File: config.mk
export PLATFORM = sky130hd
export DESIGN_NAME = timer_core
export DESIGN_NICKNAME = d
export VERILOG_FILES = /design/src/rtl/timer_pkg.sv /design/src/rtl/timer_core_bcd_digit.sv /design/src/rtl/timer_core.sv
export SDC_FILE = /design/constraint.sdc
export NUM_CORES = 1
export LEC_CHECK = 0
export BUFFER_PORTS_ARGS = -buffer_cell sky130_fd_sc_hd__buf_2
export CAP_MARGIN = 20
export CORE_MARGIN = 3
export CORE_UTILIZATION = 55
export CTS_BUF_LIST = sky130_fd_sc_hd__clkbuf_8
export CTS_CLUSTER_DIAMETER = 80
export CTS_CLUSTER_SIZE = 8
export DETAILED_ROUTE_END_ITERATION = 10
export PLACE_DENSITY = 0.82
export SYNTH_ARGS = -nofsm -noshare
export SYNTH_HDL_FRONTEND = slang
export SYNTH_HIERARCHICAL = 1
export SYNTH_SLANG_ARGS = --single-unit
File: constraint.sdc
create_clock -name clk -period 4.7 [get_ports clk]
set_input_delay 0.705 -clock clk [delete_from_list [all_inputs] [get_ports clk]]
set_output_delay 0.705 -clock clk [all_outputs]
set_load 0.005 [all_outputs]
File: src/rtl/timer_pkg.sv
// Shared types and constants for the HH:MM:SS BCD stopwatch/timer.
package timer_pkg;

    typedef enum logic [1:0] {
        IDLE  = 2'd0,
        RUN   = 2'd1,
        PAUSE = 2'd2,
        DONE  = 2'd3
    } state_e;

    localparam int BCD_W  = 4;
    localparam int TIME_W = 24;

    localparam logic [BCD_W-1:0] SEC_T_MAX = 4'd5;
    localparam logic [BCD_W-1:0] MIN_T_MAX = 4'd5;
    localparam logic [BCD_W-1:0] DIGIT_MAX = 4'd9;

    localparam int SEC_O_LSB = 0;
    localparam int SEC_T_LSB = 4;
    localparam int MIN_O_LSB = 8;
    localparam int MIN_T_LSB = 12;
    localparam int HR_O_LSB  = 16;
    localparam int HR_T_LSB  = 20;

    function automatic logic digitOk(input logic [BCD_W-1:0] d, input logic [BCD_W-1:0] max);
        return d <= max;
    endfunction

endpackage

File: src/rtl/timer_core_bcd_digit.sv
// One BCD digit with load, clear and up/down count; carry/borrow mark the wrap point while enabled.
module bcd_digit
    import timer_pkg::*;
#(
    parameter logic [BCD_W-1:0] MAX = 4'd9
) (
    input  logic             clk,
    input  logic             rst,
    input  logic             en,
    input  logic             dir,
    input  logic             clr,
    input  logic             ld,
    input  logic [BCD_W-1:0] ld_val,
    output logic [BCD_W-1:0] q,
    output logic             carry,
    output logic             borrow
);

    logic [BCD_W-1:0] q_q;
    logic [BCD_W-1:0] q_d;

    always_comb begin
        q_d = q_q;
        if (clr) begin
            q_d = '0;
        end else if (ld) begin
            q_d = ld_val;
        end else if (en) begin
            if (dir) begin
                q_d = (q_q == '0) ? MAX : q_q - 4'd1;
            end else begin
                q_d = (q_q == MAX) ? '0 : q_q + 4'd1;
            end
        end
    end

    always_ff @(posedge clk) begin
        if (rst) begin
            q_q <= '0;
        end else begin
            q_q <= q_d;
        end
    end

    assign q      = q_q;
    assign carry  = en && !dir && (q_q == MAX);
    assign borrow = en && dir && (q_q == '0);

endmodule

File: src/rtl/timer_core.sv
// Stopwatch/timer core: BCD HH:MM:SS up/down counter with preset load, lap capture and expiry.
module timer_core
    import timer_pkg::*;
#(
    parameter int HR_MAX = 99,
    parameter bit LAP_EN = 1'b1
) (
    input  logic              clk,
    input  logic              rst,
    input  logic              tick,
    input  logic              start,
    input  logic              stop,
    input  logic              clear,
    input  logic              mode,
    input  logic              load,
    input  logic [TIME_W-1:0] load_bcd,
    input  logic              lap,
    output logic [TIME_W-1:0] time_bcd,
    output logic [TIME_W-1:0] lap_bcd,
    output logic              lap_valid,
    output logic              running,
    output logic              done,
    output logic              wrap,
    output logic              load_err
);

    localparam logic [BCD_W-1:0] HR_MAX_T = 4'(HR_MAX / 10);
    localparam logic [BCD_W-1:0] HR_MAX_O = 4'(HR_MAX % 10);

    state_e state_q, state_d;
    logic mode_q, mode_d;
    logic [BCD_W-1:0] hrT_q, hrT_d, hrO_q, hrO_d;
    logic running_q, running_d, done_q, done_d, wrap_q, wrap_d, loadErr_q, loadErr_d;

    logic [BCD_W-1:0] secO, secT, minO, minT;
    logic secOCarry, secOBorrow, secTCarry, secTBorrow;
    logic minOCarry, minOBorrow, minTCarry, minTBorrow;

    logic idleOrPause, modeEff, fieldsOk, loadAccept, loadReject;
    logic cntEn, secTEn, minOEn, minTEn, hrEn;
    logic timeIsZero, timeIsOne, hrAtMax, hrAtZero, doneHit, startDone;

    assign time_bcd = {hrT_q, hrO_q, minT, minO, secT, secO};

    assign idleOrPause = (state_q == IDLE) || (state_q == PAUSE);
    assign modeEff     = idleOrPause ? mode : mode_q;

    // Valid BCD pairs compare correctly as plain 8-bit values, so hours need no binary conversion.
    assign fieldsOk = digitOk(load_bcd[SEC_O_LSB +: BCD_W], DIGIT_MAX)
                   && digitOk(load_bcd[SEC_T_LSB +: BCD_W], SEC_T_MAX)
                   && digitOk(load_bcd[MIN_O_LSB +: BCD_W], DIGIT_MAX)
                   && digitOk(load_bcd[MIN_T_LSB +: BCD_W], MIN_T_MAX)
                   && digitOk(load_bcd[HR_O_LSB +: BCD_W], DIGIT_MAX)
                   && digitOk(load_bcd[HR_T_LSB +: BCD_W], DIGIT_MAX)
                   && ({load_bcd[HR_T_LSB +: BCD_W], load_bcd[HR_O_LSB +: BCD_W]} <= {HR_MAX_T, HR_MAX_O});

    assign loadAccept = load && !clear && idleOrPause && fieldsOk;
    assign loadReject = load && !clear && !(idleOrPause && fieldsOk);

    assign cntEn  = tick && (state_q == RUN) && !clear;
    assign secTEn = secOCarry | secOBorrow;
    assign minOEn = secTCarry | secTBorrow;
    assign minTEn = minOCarry | minOBorrow;
    assign hrEn   = minTCarry | minTBorrow;

    assign timeIsZero = (time_bcd == 24'h000000);
    assign timeIsOne  = (time_bcd == 24'h000001);
    assign hrAtMax    = (hrT_q == HR_MAX_T) && (hrO_q == HR_MAX_O);
    assign hrAtZero   = (hrT_q == '0) && (hrO_q == '0);
    assign doneHit    = cntEn && mode_q && timeIsOne;

    bcd_digit #(.MAX(DIGIT_MAX)) uSecO (
        .clk(clk), .rst(rst), .en(cntEn), .dir(mode_q), .clr(clear), .ld(loadAccept),
        .ld_val(load_bcd[SEC_O_LSB +: BCD_W]), .q(secO), .carry(secOCarry), .borrow(secOBorrow)
    );
    bcd_digit #(.MAX(SEC_T_MAX)) uSecT (
        .clk(clk), .rst(rst), .en(secTEn), .dir(mode_q), .clr(clear), .ld(loadAccept),
        .ld_val(load_bcd[SEC_T_LSB +: BCD_W]), .q(secT), .carry(secTCarry), .borrow(secTBorrow)
    );
    bcd_digit #(.MAX(DIGIT_MAX)) uMinO (
        .clk(clk), .rst(rst), .en(minOEn), .dir(mode_q), .clr(clear), .ld(loadAccept),
        .ld_val(load_bcd[MIN_O_LSB +: BCD_W]), .q(minO), .carry(minOCarry), .borrow(minOBorrow)
    );
    bcd_digit #(.MAX(MIN_T_MAX)) uMinT (
        .clk(clk), .rst(rst), .en(minTEn), .dir(mode_q), .clr(clear), .ld(loadAccept),
        .ld_val(load_bcd[MIN_T_LSB +: BCD_W]), .q(minT), .carry(minTCarry), .borrow(minTBorrow)
    );

    // Hours wrap at HR_MAX rather than a fixed digit limit, so they are counted here as a pair.
    always_comb begin
        hrT_d = hrT_q;
        hrO_d = hrO_q;
        if (clear) begin
            hrT_d = '0;
            hrO_d = '0;
        end else if (loadAccept) begin
            hrT_d = load_bcd[HR_T_LSB +: BCD_W];
            hrO_d = load_bcd[HR_O_LSB +: BCD_W];
        end else if (hrEn) begin
            if (!mode_q) begin
                if (hrAtMax) begin
                    hrT_d = '0;
                    hrO_d = '0;
                end else if (hrO_q == 4'd9) begin
                    hrT_d = hrT_q + 4'd1;
                    hrO_d = '0;
                end else begin
                    hrO_d = hrO_q + 4'd1;
                end
            end else begin
                if (hrAtZero) begin
                    hrT_d = HR_MAX_T;
                    hrO_d = HR_MAX_O;
                end else if (hrO_q == '0) begin
                    hrT_d = hrT_q - 4'd1;
                    hrO_d = 4'd9;
                end else begin
                    hrO_d = hrO_q - 4'd1;
                end
            end
        end
    end

    // Command priority is clear > load > stop > start; expiry overrides the command path.
    always_comb begin
        state_d   = state_q;
        startDone = 1'b0;
        if (clear) begin
            state_d = IDLE;
        end else if (doneHit) begin
            state_d = DONE;
        end else if (load) begin
            state_d = state_q;
        end else if (stop) begin
            if (state_q == RUN) state_d = PAUSE;
        end else if (start && idleOrPause) begin
            if (modeEff && timeIsZero) begin
                state_d   = DONE;
                startDone = 1'b1;
            end else begin
                state_d = RUN;
            end
        end
        mode_d    = modeEff;
        running_d = (state_d == RUN);
        done_d    = doneHit | startDone;
        wrap_d    = hrEn && !mode_q && hrAtMax;
        loadErr_d = loadReject;
    end

    always_ff @(posedge clk) begin
        if (rst) begin
            state_q   <= IDLE;
            mode_q    <= 1'b0;
            hrT_q     <= '0;
            hrO_q     <= '0;
            running_q <= 1'b0;
            done_q    <= 1'b0;
            wrap_q    <= 1'b0;
            loadErr_q <= 1'b0;
        end else begin
            state_q   <= state_d;
            mode_q    <= mode_d;
            hrT_q     <= hrT_d;
            hrO_q     <= hrO_d;
            running_q <= running_d;
            done_q    <= done_d;
            wrap_q    <= wrap_d;
            loadErr_q <= loadErr_d;
        end
    end

    assign running  = running_q;
    assign done     = done_q;
    assign wrap     = wrap_q;
    assign load_err = loadErr_q;

    generate
        if (LAP_EN) begin : gLap
            logic [TIME_W-1:0] lap_q;
            logic              lapValid_q;

            always_ff @(posedge clk) begin
                if (rst || clear) begin
                    lap_q      <= '0;
                    lapValid_q <= 1'b0;
                end else if (lap && (state_q != IDLE)) begin
                    lap_q      <= time_bcd;
                    lapValid_q <= 1'b1;
                end
            end

            assign lap_bcd   = lap_q;
            assign lap_valid = lapValid_q;
        end else begin : gNoLap
            assign lap_bcd   = '0;
            assign lap_valid = 1'b0;
        end
    endgenerate

endmodule

==> reports/metrics.yaml, run 1 <==
pwr:
  switching_power_mw: 0.196
  p_int_mw: 0.601
  power.share.switching_pct: 24.6
  pwr-share-clk_pct: 30.8
  pwr-share-comb_pct: 9.2
  sequentialPowerShare_pct: 60.0
  leakagePower_nw: 1.54
  p_per_area_nw_per_um2: 204
  max-vdd-ir-drop_mv: 0.128
floorplanning:
  fp.dieH_um: 85.0
  coreArea_um2: 5990
  pin_count: 86
  start_util_pct: 57.4
  row_count: 28
  die_w_um: 85.0
  dieArea_um2: 7230
placement:
  place_congestion: 0.912
  hpwl_mm: 6.46
  portBuffers: 85
detailed_routing:
  drc_errors: 0
  vias_per_cell: 6.02
  wirelength_mm: 9.36
  ant_nets: 0
  dr.pass1.iters: 5
  routedWlPerCell_um: 15.9
  dr_total_vias: 3551
  drt_iter0_markers: 353
synthesis:
  netlist.area_leader.share_pct: 32.6
  yosys_warnings: 6
  synth_most_common_cell: "nand2_1"
  synth.area.top_cells: "dfxtp_1, nand2_1, a21oi_1"
  synth_flop_cell: "dfxtp_1"
  synth_top_area_cell: "dfxtp_1"
  syn-num-nets: 487
  synthTopCellsByCount: "nand2_1, dfxtp_1, a21oi_1, o21ai_0, nor2_1"
  yosys.cell_types.count: 64
  synthArstFlopShare_pct: 0
  synthCells: 450
  avgSynthCellArea_um2: 7.64
  ys_seq_elements: 56
  yosysSeqAreaShare_pct: 32.6
  synth_edf_count: 0
  netlist_area_um2: 3440
finish:
  fin_util_pct: 65.3
  syn2layout_area_growth_pct: 13.8
  antenna_cells: 0
  drive_gt1_share_pct: 22.7
  num-nets-final: 554
global_route:
  grt.total_usage_pct: 25.6
  antenna_found_initial: 0
  grt_remaining_overflow: 0
  grt_max_degree: 32
  grt_pass1_vias: 3268
  grt_first_pass_wirelength_mm: 15.3
setup_path:
  crit_path_top_delay_cell: "a2111oi_4"
  path_cells: "buf_2 > nor4bb_1 > buf_4 > nand2_1 > nor3_1 > or2_2 > nand2_1 > nor4_1 > or2_2 > nand2_1 > nor3_1 > or2_2 > nand2_1 > nor4_1 > nor2_1 > a2111oi_4 > nor2_1 > a311o_1 > a21oi_2"
  max_stage_delay_ns: 0.41
  startpoint_type: "input port"
  cp_data_required_time_ns: 4.94
  endpoint_kind: "register"
  arrival_ns: 4.26
  cp_max_fo: 7
  crit_type: "input port to register"
  cpMostUsedCell: "nand2_1"
sta:
  finalHoldViolCount: 0
  setup_tns_ns: 0
  holdWs_ns: 0.457
  tightestPinTransition_ns: 1.06
  rsz0062_at_grt: "no"
  fin_crit_ns: 4.02
  slew_violations: 0
  setup_viol: 0
  relSlewSlack_pct: 29.4
  fmax_ghz: 0.249
  fin_skew_ns: 0.00406
  post-route-period-util_pct: 85.5
clock_network:
  clk_latency_ns: 0.31
  cts_root_buf: "clkbuf_8"
  postCtsSetupRepairBufs: 0
  cts_resized: 0
  ctsHoldBuffers: 0
  clkSinkCount: 56
  cts_buffers: 5
  clk_path_buf_depth: 2
  h-tree-depth: 2
  path_clk_slew_ns: 0.09
  cts_tree: "yes"
run:
  max_cap_violations: 0
outcome:
  status: "finished, final reports clean"
min_path:
  min_path_type: "register to register"
## worst max-delay path: cells and delay by family
kind | cells | cell delay [ns]
buffers and inverters | 2 | 0.31
AO/OA/AOI/OAI | 3 | 0.88
AND/OR/NAND/NOR | 14 | 2.36
## layer usage
metal | vias to the layer above | GRT usage, % | wire length, um
li1 | 1731 | - | -
met5 | - | 0 | 0
met2 | 151 | 42.1 | 4400
met4 | 0 | 10.5 | 154
met3 | 14 | 3.11 | 687
met1 | 1655 | 34.1 | 4120
## cell families (layout without fill, tap and decap cells)
kind of cell               count (synthesis)  count (layout)  synth area share [%]
xor gates and xnor gates                  14              14                  3.57
buffers and inverters                     48             113                  6.77
and+or+nand+nor                          202             202                  31.0
AOI/OAI and AO/OA                        126             126                  24.6
DFF                                       56              56                  32.6
adders and majority gates                  4               4                  1.46
## flip-flops by register name, indices dropped and copies added (netlist names)
signal,count
hrT_q,4
load_err,1
wrap,1
uSecO/q,4
running,1
hrO_q,4
lap_valid,1
done,1
uSecT/q,4
lap_bcd,24
uMinT/q,4
uMinO/q,4
state_q,2
mode_q,1
## worst paths after layout
path,startpoint,to,slack [ns],cells after the start
min reg2reg,lap_bcd[6],lap_bcd[6],0.46,2
max,clear,hrT_q[1],0.68,19
min,lap_bcd[6],lap_bcd[6],0.46,2
max reg2reg,state_q[0],hrT_q[1],0.70,18
## layout by cell type (no fill, tap or decap), types with 5 or more instances in the layout
cell type and n:
a21oi_1 44, a31oi_1 7, buf_2 85, buf_4 5, clkbuf_8 5, dfxtp_1 56
inv_1 17, nand2_1 83, nand2b_1 7, nor2_1 22, nor2b_1 11, nor3_1 14
nor3b_1 11, nor4_1 9, o211ai_1 9, o21ai_0 24, or2_2 6, or3_1 7
xnor2_1 9, xor2_1 5
## per-stage QoR
stage               setup slack, ns  std cells  instance area, um^2  total power [mW]
floorplan                     0.674        450                 3440             0.526
global placement              0.636        584                 3830             0.560
global route                  0.184        590                 3910             0.825
CTS                           0.762        589                 3900             0.803
finish                        0.679        590                 3910             0.797
detailed placement            0.456        584                 3830             0.560
## area by class of cell
cell class	instances	area, um^2
clock buffers	5	68.8
fillers	556	2080
inverters	17	63.8
multi-input cells	346	2090
flip-flops and latches	56	1120
well taps	75	93.8
repair buffers	91	478
## power by group through the flow
| stage | Combinational [mW] | Clock, mW | Sequential, mW |
|---|---|---|---|
| 2_1_floorplan | 0.0356 | 0 | 0.491 |
| 3_3_place_gp | 0.0703 | 0 | 0.489 |
| 3_5_place_dp | 0.0710 | 0 | 0.489 |
| 4_1_cts | 0.0715 | 0.253 | 0.478 |
| 5_1_grt | 0.0804 | 0.266 | 0.479 |
| 6_report | 0.0735 | 0.245 | 0.478 |
Note: power is estimated with default switching activity, not from simulation.
==> run 2: changes to the inputs <==
==> constraint.sdc (replaced) <==
create_clock -name clk -period 4.7 [get_ports clk]
set_input_delay 0.47 -clock clk [delete_from_list [all_inputs] [get_ports clk]]
set_output_delay 0.47 -clock clk [all_outputs]
set_load 0.005 [all_outputs]
==> run 2 against run 1 <==
  * Critical endpoint unchanged
  * Register-to-register slack barely moved
  * Critical path type is now register to register
  * Combinational power shrank 5.0%
  * Largest cell class unchanged
  * Sequential share of layout area about the same
  * Critical path depth shrank 1
  * Final area about the same
  * Clock-buffer cell count up 1
  * Flip-flop and latch count is the same
  * Sequential power barely moved
  * Maximum frequency up 0.72%
==> reports/metrics.yaml, run 2 (same netlist as run 1, synthesis figures left out) <==
setup_path:
  arrival_ns: 4.24  # -0.02 ns
  r2r-end: "hrT_q[1]"
  endpoint_kind: "register"
  cp_data_required_time_ns: 4.95  # about the same
  startpoint_type: "register"
  ff2ff_path_depth: 18  # unchanged
  cp_max_fo: 8  # +1
  crit_type: "register to register"
  r2r_start: "state_q[0]"
  reg2reg_slack_ns: 0.71  # about the same
finish:
  syn2layout_area_growth_pct: 13.9  # about the same
  drive_gt1_share_pct: 22.5  # -0.24 points
  multiInputGateArea_um2: 2090  # unchanged
  register_area_um2: 1120  # unchanged
  final_cell_mix: "buf_2, nand2_1, dfxtp_1, a21oi_1, o21ai_0"
  largest_register_ff_count: 24  # unchanged
  layout.cells.non_filler: 591  # +0.17%
  num-nets-final: 552  # -0.36%
  fill_cells: 552  # -0.72%
  mostFrequentLayoutCell: "buf_2"
  final_area_um2: 3910  # about the same
  fin_util_pct: 65.3  # about the same
  antenna_cells: 0  # unchanged
detailed_routing:
  dr.pass1.iters: 5  # unchanged
  vias_per_cell: 6.04  # +0.36%
  wirelength_mm: 9.06  # -3.2%
  routedWlPerCell_um: 15.3  # -3.4%
  dr_total_vias: 3570  # +0.54%
  drc_errors: 0  # unchanged
  drt_iter0_markers: 312  # -12%
  ant_nets: 0  # unchanged
floorplanning:
  die_w_um: 85.0  # unchanged
  row_count: 28  # unchanged
  start_util_pct: 57.4  # unchanged
  pin_count: 86  # unchanged
  dieArea_um2: 7230  # unchanged
  coreArea_um2: 5990  # unchanged
  fp.dieH_um: 85.0  # unchanged
sta:
  fmax_ghz: 0.251  # +0.72%
  post-route-period-util_pct: 84.9  # -0.61 points
  fin_skew_ns: 0.00821  # +0.00416 ns
  setup_tns_ns: 0  # unchanged
  fin_crit_ns: 3.99  # -0.0288 ns
  setup_viol: 0  # unchanged
  tightestPinTransition_ns: 1.00  # -0.0543 ns
  rsz0062_at_grt: "no"
  finalHoldViolCount: 0  # unchanged
  relSlewSlack_pct: 33.1  # +3.6 points
  slew_violations: 0  # unchanged
pwr:
  p_per_area_nw_per_um2: 209  # +2.7%
  leakagePower_nw: 1.55  # +0.40%
  max-vdd-ir-drop_mv: 0.144  # +12%
  fin_total_pwr_mw: 0.819  # +2.7%
outcome:
  status: "finished, final reports clean"
clock_network:
  cts_buffers: 5  # unchanged
  cts_tree: "yes"
  cts_root_buf: "clkbuf_8"
  cts_resized: 0  # unchanged
  postCtsSetupRepairBufs: 0  # unchanged
  ctsHoldBuffers: 0  # unchanged
  clk_path_buf_depth: 2  # unchanged
  clkSinkCount: 56  # unchanged
  path_clk_slew_ns: 0.10  # about the same
  clk_latency_ns: 0.31  # about the same
  h-tree-depth: 2  # unchanged
min_path:
  holdPathEnd: "hrT_q[3]"
  hold_start: "load_bcd[23]"
  min_path_type: "input port to register"
  hold_path_depth: 3  # +1
global_route:
  grt_pass1_vias: 3258  # -0.31%
  grt_first_pass_wirelength_mm: 15.2  # -0.31%
  antenna_found_initial: 0  # unchanged
  grt.total_usage_pct: 25.2  # -0.38 points
  grt_max_degree: 43  # +34%
  grt_remaining_overflow: 0  # unchanged
run:
  max_cap_violations: 0  # unchanged
placement:
  place_congestion: 0.907  # -0.62%
  portBuffers: 85  # unchanged
  dp.cells: 582  # -0.34%
  hpwl_mm: 6.32  # -2.1%
  place_area_um2: 3810  # -0.39%
-- run 2: cell types whose count changed in the layout (fill, tap and decap cells not counted) --
cell | before | now
inv_1 | 17 | 19
buf_4 | 5 | 3
clkbuf_8 | 5 | 6
buf_6 | 0 | 1
buf_8 | 1 | 0
-- run 2: through the flow --
step / hold WS, ns / worst slack (ns)
after floorplan: 0.453 / 0.909
after global placement: 0.438 / 0.758
after detailed placement: 0.446 / 0.511
after CTS: 0.390 / 0.730
after global routing: 0.393 / 0.0859
final: 0.394 / 0.708
-- run 2: where the power goes --
group          total, mW  switching (mW)  internal [mW]
Clock              0.270           0.153          0.116
Sequential         0.479         0.00332          0.476
Combinational     0.0698          0.0432         0.0266
-- run 2: how the worst max path moves through the flow --
stage | startpoint | endpoint | slack (ns) | depth (start not counted)
4_1_cts | state_q[0] | hrT_q[1] | 0.73 | 18
3_3_place_gp | clear | hrT_q[1] | 0.76 | 19
5_1_grt | state_q[0] | hrT_q[1] | 0.09 | 18
6_report | state_q[0] | hrT_q[1] | 0.71 | 18
2_1_floorplan | tick | hrO_q[3] | 0.91 | 17
3_5_place_dp | clear | hrT_q[1] | 0.51 | 19
-- run 2: critical path, stage by stage, from the launching register on --
cell and delay [ns]:
dfxtp_1 0.50, nor4bb_1 0.28, buf_4 0.20, nand2_1 0.07, nor3_1 0.16, or2_2 0.20
nand2_1 0.08, nor4_1 0.23, or2_2 0.21, nand2_1 0.08, nor3_1 0.16, or2_2 0.20
nand2_1 0.09, nor4_1 0.29, nor2_1 0.22, a2111oi_4 0.43, nor2_1 0.07, a311o_1 0.34
a21oi_2 0.11
-- run 2: cell type report --
class	count	area share, %
Clock inverter	2	0.192
Sequential cell	56	28.6
Multi-Input combinational cell	346	53.3
Tap cell	75	2.40
Clock buffer	6	2.11
Inverter	17	1.63
Timing Repair Buffer	89	11.7
-- run 2: metal layers --
layer | global-route usage [%] | wire length, um
met5 | 0 | 0
met1 | 34.2 | 4010
met4 | 8.35 | 148
met2 | 40.7 | 4250
met3 | 4.47 | 649
==> run 3: changes to the inputs <==
--- a/config.mk
+++ b/config.mk
@@ -8,12 +8,12 @@
 export BUFFER_PORTS_ARGS = -buffer_cell sky130_fd_sc_hd__buf_2
 export CAP_MARGIN = 20
 export CORE_MARGIN = 3
-export CORE_UTILIZATION = 55
+export CORE_UTILIZATION = 50
 export CTS_BUF_LIST = sky130_fd_sc_hd__clkbuf_8
 export CTS_CLUSTER_DIAMETER = 80
 export CTS_CLUSTER_SIZE = 8
 export DETAILED_ROUTE_END_ITERATION = 10
-export PLACE_DENSITY = 0.82
+export PLACE_DENSITY = 0.79
 export SYNTH_ARGS = -nofsm -noshare
 export SYNTH_HDL_FRONTEND = slang
 export SYNTH_HIERARCHICAL = 1
==> constraint.sdc (replaced) <==
create_clock -name clk -period 3.4 [get_ports clk]
set_input_delay 0.34 -clock clk [delete_from_list [all_inputs] [get_ports clk]]
set_output_delay 0.34 -clock clk [all_outputs]
set_load 0.005 [all_outputs]
==> run 3 against run 2 <==
  * Clock power grew 90%
  * Global-route usage is 0.87 points lower
  * Setup slack worse by 0.56 ns
  * Clock-buffer cell count shrank 1
  * Sequential power is 38% higher
  * Wire length increased by 10%
  * Utilization down 1.5 points
  * First-iteration DRC count down 19%
  * Total power up 56%
  * Register-to-register slack got worse by 0.56 ns
  * Combinational power rose by 49%
  * Hold slack lost 0.14 ns
  * Largest cell class unchanged
  * Highest routed layer unchanged
==> reports/metrics.yaml, run 3 (same netlist as run 1, synthesis figures left out) <==
clock_network:
  h-tree-depth: 2  # unchanged
  cts_tree: "yes"
  cts_resized: 0  # unchanged
  clk_latency_ns: 0.31  # about the same
  path_clk_slew_ns: 0.11  # about the same
  postCtsSetupRepairBufs: 0  # unchanged
  cts_root_buf: "clkbuf_8"
  clk_path_buf_depth: 2  # unchanged
  ctsHoldBuffers: 0  # unchanged
  clkSinkCount: 56  # unchanged
  cts_buffers: 5  # unchanged
setup_path:
  path_cells: "nor4bb_4 > nand2_1 > nor3_2 > or2_4 > nand2_1 > nor4_2 > or2_4 > nand2_1 > nor3_2 > or2_4 > nand2_2 > nor4_4 > nor2_2 > a2111oi_4 > buf_4 > a311o_1 > a21oi_2"
  max_stage_delay_ns: 0.36  # -0.14 ns
  arrival_ns: 3.43  # -0.81 ns
  reg2reg_slack_ns: 0.15  # -0.56 ns
  ff2ff_path_depth: 17  # -1
  crit_buf_inv: 1  # unchanged
  cpLargestDelayFamily: "simple AND/OR/NAND/NOR gates"
  crit_path_top_delay_cell: "a2111oi_4"
  cp_data_required_time_ns: 3.58  # -1.37 ns
  endpoint_kind: "register"
  crit_type: "register to register"
  r2r-end: "hrT_q[1]"
  r2r_start: "state_q[1]"
  startpoint_type: "register"
  cp_max_fo: 5  # -3
detailed_routing:
  dr.pass1.iters: 5  # unchanged
  drt_iter0_markers: 252  # -19%
  wirelength_mm: 10.0  # +10%
  routedWlPerCell_um: 16.5  # +7.6%
  dr_total_vias: 3658  # +2.5%
  vias_per_cell: 6.04  # about the same
  ant_nets: 0  # unchanged
  drc_errors: 0  # unchanged
global_route:
  antenna_found_initial: 0  # unchanged
  grt_pass1_vias: 3197  # -1.9%
  grt_max_degree: 32  # -26%
  grt_first_pass_wirelength_mm: 15.2  # +0.14%
  grt.total_usage_pct: 24.4  # -0.87 points
  grt_remaining_overflow: 0  # unchanged
sta:
  relSlewSlack_pct: 34.5  # +1.5 points
  fin_crit_ns: 3.25  # -0.742 ns
  setup_viol: 0  # unchanged
  layout_setup_ws_ns: 0.150  # -0.558 ns
  slew_violations: 0  # unchanged
  setup_tns_ns: 0  # unchanged
  tightestPinTransition_ns: 0.982  # -0.0218 ns
  post-route-period-util_pct: 95.6  # +11 points
  fmax_ghz: 0.308  # +23%
  finalHoldViolCount: 0  # unchanged
  fin_skew_ns: 0.0120  # +0.00374 ns
pwr:
  fin_total_pwr_mw: 1.28  # +56%
  max-vdd-ir-drop_mv: 0.186  # +29%
  leakagePower_nw: 1.64  # +5.7%
  p_per_area_nw_per_um2: 308  # +47%
outcome:
  status: "finished, final reports clean"
floorplanning:
  dieArea_um2: 7900  # +9.3%
  pin_count: 86  # unchanged
  die_w_um: 88.9  # +4.5%
  coreArea_um2: 6490  # +8.4%
  fp.dieH_um: 88.9  # +4.5%
  row_count: 29  # +3.6%
  start_util_pct: 52.9  # -4.5 points
min_path:
  min_path_type: "input port to register"
  hold_path_depth: 3  # unchanged
  holdPathEnd: "hrO_q[0]"
  hold_start: "load_bcd[16]"
finish:
  final_area_um2: 4150  # +6.0%
  mostFrequentLayoutCell: "buf_2"
  drive_gt1_share_pct: 27.0  # +4.6 points
  antenna_cells: 0  # unchanged
  num-nets-final: 566  # +2.5%
  syn2layout_area_growth_pct: 20.7
  largest_register_ff_count: 24  # unchanged
  final_cell_mix: "buf_2, nand2_1, dfxtp_1, a21oi_1, o21ai_0"
placement:
  place_area_um2: 3940  # +3.4%
  place_congestion: 0.893  # -1.5%
  hpwl_mm: 7.01  # +11%
  dp_slack_ns: -0.0640  # -0.575 ns
  portBuffers: 85  # unchanged
run:
  max_cap_violations: 0  # unchanged
## run 3: final cells by class
class / instances / area, um^2
flip-flops and latches: 56 / 1120
clock inverters: 2 / 60.1
well taps: 77 / 96.3
multi-input cells: 346 / 2180
clock buffers: 5 / 68.8
inverters: 17 / 63.8
repair buffers: 103 / 561
fillers: 575 / 2350
## run 3: worst max-delay path by stage
| stage | startpoint | end | slack [ns] | cells after the start |
|---|---|---|---|---|
| after global routing | state_q[1] | hrT_q[1] | -0.08 | 17 |
| after CTS | state_q[1] | hrO_q[3] | 0.06 | 17 |
| after global placement | clear | hrO_q[3] | 0.08 | 18 |
| after floorplan | mode_q | hrO_q[3] | 0.007 | 16 |
| after detailed placement | clear | hrO_q[3] | -0.06 | 18 |
| final | state_q[1] | hrT_q[1] | 0.15 | 17 |
## run 3: per-layer routing
layer	vias up	global-route usage (%)	wire length, um
li1	1760	-	-
met1	1722	32.4	4480
met2	155	40.8	4720
met3	21	2.76	593
met4	0	8.65	208
met5	-	0	0
## run 3: report_power, final
part	switching, mW	internal (mW)
logic	0.0644	0.0395
registers	0.00296	0.658
clock network	0.224	0.290
## run 3: through the flow
stage | utilization [%] | std cells | hold WS, ns
2_1_floorplan | - | 450 | 0.408
3_5_place_dp | 60.7 | 599 | 0.443
4_1_cts | 62.7 | 606 | 0.254
5_1_grt | 63.9 | 606 | 0.255
3_3_place_gp | 60.7 | 599 | 0.438
6_report | 63.9 | 606 | 0.253
## run 3: tightest hold or removal path, stage by stage
cell and delay [ns]:
buf_2 0.09, nand2_1 0.04, a21oi_1 0.05
